File: config.mk
export PLATFORM = sky130hd
export DESIGN_NAME = multi_chan_edge_debounce
export DESIGN_NICKNAME = d
export VERILOG_FILES = /design/src/rtl/multi_chan_edge_debounce.sv
export SDC_FILE = /design/constraint.sdc
export NUM_CORES = 1
export LEC_CHECK = 0
export CAP_MARGIN = 10
export CORE_MARGIN = 3
export CORE_UTILIZATION = 54
export DETAILED_ROUTE_END_ITERATION = 8
export PLACE_DENSITY = 0.83
export SLEW_MARGIN = 20
export SYNTH_ARGS = -nofsm -noshare
export SYNTH_HDL_FRONTEND = slang
export SYNTH_SLANG_ARGS = --single-unit
File: constraint.sdc
create_clock -name clk -period 3.2 [get_ports clk]
set_clock_uncertainty 0.05 [all_clocks]
set_input_delay 0.32 -clock clk [delete_from_list [all_inputs] [get_ports clk]]
set_output_delay 0.32 -clock clk [all_outputs]
set_load 0.01 [all_outputs]
File: src/rtl/multi_chan_edge_debounce.sv
`default_nettype none
// ============================================================================
// Module  : multi_chan_edge_debounce
// Brief   : Per-channel synchronizer, debounce filter, edge detector and
//           selectable saturating event counter.
// Revision: 1.0 - initial release
// ============================================================================
module multi_chan_edge_debounce #(
    parameter int NUM_CH       = 2,
    parameter int SYNC_STAGES  = 2,
    parameter int DEBOUNCE_CYC = 4,
    parameter int CNT_W        = 8
) (
    input  logic                      clk,
    input  logic                      arst,
    input  logic [NUM_CH-1:0]         in_i,
    input  logic [1:0]                edge_sel,
    input  logic                      clr_i,
    output logic [NUM_CH-1:0]         level_o,
    output logic [NUM_CH-1:0]         rise_o,
    output logic [NUM_CH-1:0]         fall_o,
    output logic [NUM_CH*CNT_W-1:0]   cnt_o
);

    localparam int              FLT_W      = $clog2(DEBOUNCE_CYC) + 1;
    localparam logic [FLT_W-1:0] C_FLT_LAST = FLT_W'(DEBOUNCE_CYC - 1);
    localparam logic [CNT_W-1:0] C_CNT_MAX  = {CNT_W{1'b1}};

    for (genvar n = 0; n < NUM_CH; n++) begin : g_ch
        logic [SYNC_STAGES-1:0] r_sync;
        logic [FLT_W-1:0]       r_flt;
        logic                   r_level;
        logic                   r_level_out;
        logic                   r_rise;
        logic                   r_fall;
        logic [CNT_W-1:0]       r_cnt;
        logic                   w_s;
        logic                   w_rise_nxt;
        logic                   w_fall_nxt;
        logic                   w_count;

        assign w_s        = r_sync[SYNC_STAGES-1];
        // Pulses are derived from the filter level against the visible level,
        // so the pulse lands in the first cycle the output shows the new value.
        assign w_rise_nxt = r_level & ~r_level_out;
        assign w_fall_nxt = ~r_level & r_level_out;
        assign w_count    = (w_rise_nxt & edge_sel[0]) | (w_fall_nxt & edge_sel[1]);

        always_ff @(posedge clk) begin
            if (arst) begin
                r_sync      <= '0;
                r_flt       <= '0;
                r_level     <= 1'b0;
                r_level_out <= 1'b0;
                r_rise      <= 1'b0;
                r_fall      <= 1'b0;
                r_cnt       <= '0;
            end else begin
                r_sync <= {r_sync[SYNC_STAGES-2:0], in_i[n]};

                if (w_s == r_level) begin
                    r_flt <= '0;
                end else if (r_flt == C_FLT_LAST) begin
                    r_level <= w_s;
                    r_flt   <= '0;
                end else begin
                    r_flt <= r_flt + FLT_W'(1);
                end

                r_level_out <= r_level;
                r_rise      <= w_rise_nxt;
                r_fall      <= w_fall_nxt;

                // Clear takes priority over a coincident event.
                if (clr_i) begin
                    r_cnt <= '0;
                end else if (w_count && (r_cnt != C_CNT_MAX)) begin
                    r_cnt <= r_cnt + CNT_W'(1);
                end
            end
        end

        assign level_o[n]               = r_level_out;
        assign rise_o[n]                = r_rise;
        assign fall_o[n]                = r_fall;
        assign cnt_o[n*CNT_W +: CNT_W]  = r_cnt;
    end

endmodule
`default_nettype wire
Yosys cells after proc, flatten, opt, wreduce, memory -nomap -nowiden. Index checks and enable logic that the tools add are counted.

Flip-flop bits (word level): 34. Latch bits: 0. Output and inout bits: 22. RAM bits: 0. ROM bits: 0. Memories: 0.

Order comparisons: 0. Multiply operators: 0. Shift-type cells: 0. Muxes and demuxes: 0. Eq/ne operators: 6. Div/mod/pow operators: 0. Add/sub/neg operators: 4. Reduce and logical (&&, ||, !) cells: 7. Bitwise logic cells: 16.

Operators by type and width (count): adder 8 x 1 -> 8 bit (second input constant) (2); inequality test 8 bit (second input constant) (2); AND 1 bit (8); adder 3 x 1 -> 3 bit (second input constant) (2); == test 3 x 2 -> 1 bit (second input constant) (2); inverter 1 bit (6); OR reduction 3 bit (2); AND reduction 2 bit (2); == test 1 bit (2); logical AND 1 bit (2); OR 1 bit (2); OR reduction 2 bit (1).

Depth between registers and ports, before layout.
Depth in word-level cells: 5. Mapped depth: 5. Gate-level depth less buffers: 5.

Worst setup path before layout. Ideal clock, no wire load.

Kind: register -> register. Start point: reg g_ch[0].r_cnt[0]. End point: reg g_ch[0].r_cnt[5]. Path slack: 1.633 ns. Setup time: 0.070 ns. Stages on the path, launching flop included: 6. Data arrival time: 1.448 ns. Period minus slack after synthesis: 1.567 ns. Cell sequence: dfxtp_1 > ha_1 > nand4_1 > o2bb2ai_1 > or4_1 > a21oi_1.

Cells in the longest elaborated chain, start to end: 2.

RTL lines: start: declaration (RTL line 36) `logic [CNT_W-1:0] r_cnt;`; start signal: assignment (RTL line 78) `r_cnt <= r_cnt + CNT_W'(1);`; parallel branches: the longest is 2 deep, another holds adder 8 x 1 -> 8 bit.

Several ways; the timed one is not identified. A chain may end at the register's enable or synchronous reset.

Final worst setup path.
Start point: reg g_ch[1].r_cnt[2]. End point: out cnt_o[10].

RTL lines: start: declaration (RTL line 36); start signal: assignment (RTL line 78); end: declaration (RTL line 22) `output logic [NUM_CH*CNT_W-1:0] cnt_o`.

No word-level cell between the ends.

==> metrics.yaml <==
global_route:
  grt_pass1_vias: 1081
  grt_usage_pct: 17.79
  grt_pass1_wl_um: 4567
  antenna_found_initial: 0
  grt_max_degree: 17
  gr-total-overflow: 0
cts:
  cts_made_buffers: 5
  cts.sinks: 34
  hold_buffers: 0
  root_buffer: "clkbuf_4"
  clk_latency_ns: 0.34
  cts_max_path_buffers: 2
  cts_tree: "yes"
  cts_setup_buffers: 0
  ctsHtreeMaxLevel: 2
  clk_pin_slew_ns: 0.11
  cts_resized: 0
layout:
  n_fill_cell: 192
  mostFrequentLayoutCells: "dfxtp_1 (34), clkdlybuf4s50_1 (28), nor2_1 (18)"
  drive_gt1_share_pct: 8.939
  area_growth_pct: 21.82
  diodes: 0
  fin_cells: 209
  ff_latch_area_sq_um: 680.7
  num-nets-final: 191
  utilization_pct: 71.09
  mostFrequentLayoutCell: "dfxtp_1"
  multi_input_area_sq_um: 720.7
sta:
  setup_viol: 0
  maxSlewViolCount: 0
  min_period_over_period_pct: 54.56
  fin_tns_setup_ns: 0
  fmax_mhz: 572.8
  tightest_slew_ns: 0.4303
  hold_viol_final: 0
  hold_slack_ns: 0.3771
  max_slew_margin_pct: 71.22
  rsz0062_at_grt: "false"
  fin_crit_ns: 1.746
logic_synthesis:
  synth_edf_count: 0
  ys.flop_type: "dfxtp_1"
  yosys_warnings: 0
  synth_cell_types: 36
  seq_area_frac_synth_pct: 45.83
  syn_avg_cell_area_sq_um: 9.771
  syn_area_sq_um: 1485
  syn_nets: 165
  async_flop_share_pct: 0
  syn_inst: 152
  synth_seq_cells: 34
critical_path:
  cp.buffers_inverters: 1
  crit_required_ns: 2.83
  worstSetupPathType: "flop to output port"
  cp-start-kind: "flop"
  cp.arrival_ns: 1.38
  slowest_delay_ns: 0.58
  cp_slowest_cell: "clkdlybuf4s50_1"
  crit_family: "buffers and inverters"
  path_max_fanout: 7
  cp_cell_sequence: "clkdlybuf4s50_1"
  endpoint_kind: "output port"
power:
  internal-power_mw: 0.5416
  cellLeakagePower_nw: 0.6655
  combPwrFrac_pct: 2.9
  switchingPower_mw: 0.1580
  p_seq_share_pct: 61.1
  ir_worst_vdd_mv: 0.3867
  power.total_mw: 0.6996
  sw_frac_of_total_pct: 22.58
  powerDensity_nw_per_um2: 386.7
  clkPwrFrac_pct: 36.1
route:
  drcViolationCount: 0
  wl_um: 2610
  via_count: 1106
  ant_nets: 0
  dr.pass1.iters: 4
  wire_per_inst_um: 12.49
  drtIter0Drc: 57
  vias_per_cell: 5.292
worst_hold_path:
  hold_path.class: "flop to flop"
die:
  row_count: 18
  initial_core_util_pct: 58.36
  dieHeight_um: 58.45
  die_width_um: 58.45
  boundaryPins: 29
  core-area_sq_um: 2545
  die_area_sq_um: 3416
job:
  max_cap_viol_count: 0
place:
  gp_congestion: 0.7993
  dp.cells: 201
  port-buffer-count: 28
  dp_hpwl_um: 1881
outcome:
  status: "finished clean"
-- per-layer routing --
metal	routed length [um]	global-route usage (%)	share of wire [%]	up-vias
met5	0	0	0	-
met4	44	7.947	1.7	0
met3	125	6.579	4.8	5
met2	1228	28.55	47	25
met1	1211	21.18	46	501
li1	-	-	-	575
-- power by group through the flow --
stage,logic [mW],clock network (mW),registers (mW)
3_5_place_dp,0.0201,0,0.437
4_1_cts,0.0203,0.261,0.427
3_3_place_gp,0.0195,0,0.437
6_report,0.0200,0.252,0.427
2_1_floorplan,0.00951,0,0.437
5_1_grt,0.0221,0.277,0.428
-- flip-flops by register name, indices dropped and copies added (netlist names) --
signal and flops:
g_ch.r_sync 4, g_ch.r_level_out 2, g_ch.r_fall 2, g_ch.r_rise 2, g_ch.r_cnt 16, g_ch.r_flt 6
g_ch.r_level 2
-- path summary, 6_finish.rpt --
kind / startpoint / endpoint / cells after the start / slack, ns
setup / recovery: g_ch[1].r_cnt[2] / cnt_o[10] / 1 / 1.45
hold reg to reg: g_ch[0].r_flt[0] / g_ch[0].r_flt[0] / 1 / 0.38
hold / removal: g_ch[0].r_flt[0] / g_ch[0].r_flt[0] / 1 / 0.38
setup reg to reg: g_ch[0].r_cnt[0] / g_ch[0].r_cnt[5] / 5 / 1.53
-- cell usage after synthesis (3+ instances only) --
library cell  number  share of area (%)
ha_1               6                5.1
a21oi_1            8                2.7
dfxtp_1           34                 46
inv_1              7                1.8
or3_1              6                2.5
a211oi_1           4                2.0
nand3b_4           3                4.0
mux2i_1            6                4.0
nor2_1            18                4.5
nand2_1            7                1.8
buf_4              6                3.0
nor2b_1            8                3.4
nand3_1            8                2.7
xnor2_1            3                1.8
-- cells by family after synthesis --
family / count (synthesis) / synth area share, %
AOI/OAI and AO/OA: 25 / 12.30
xor gates and xnor gates: 4 / 2.359
adders and majority gates: 6 / 5.055
buffers and inverters: 16 / 5.644
DFF: 34 / 45.83
muxes: 6 / 4.044
and+or+nand+nor: 61 / 24.77
-- area by class of cell --
class / count / share of cell area (%)
flip-flops and latches: 34 / 37.62
multi-input cells: 102 / 39.83
clock buffers: 6 / 2.835
repair buffers: 28 / 15.49
inverters: 7 / 1.452
clock inverters: 2 / 0.6916
well taps: 30 / 2.075
-- stage by stage --
stage	cell area (sq um)	worst slack [ns]
4_1_cts	1809	1.437
2_1_floorplan	1485	1.633
6_report	1809	1.454
5_1_grt	1809	1.377
3_3_place_gp	1745	1.263
3_5_place_dp	1745	1.193
(Power assumes the default switching activity.)
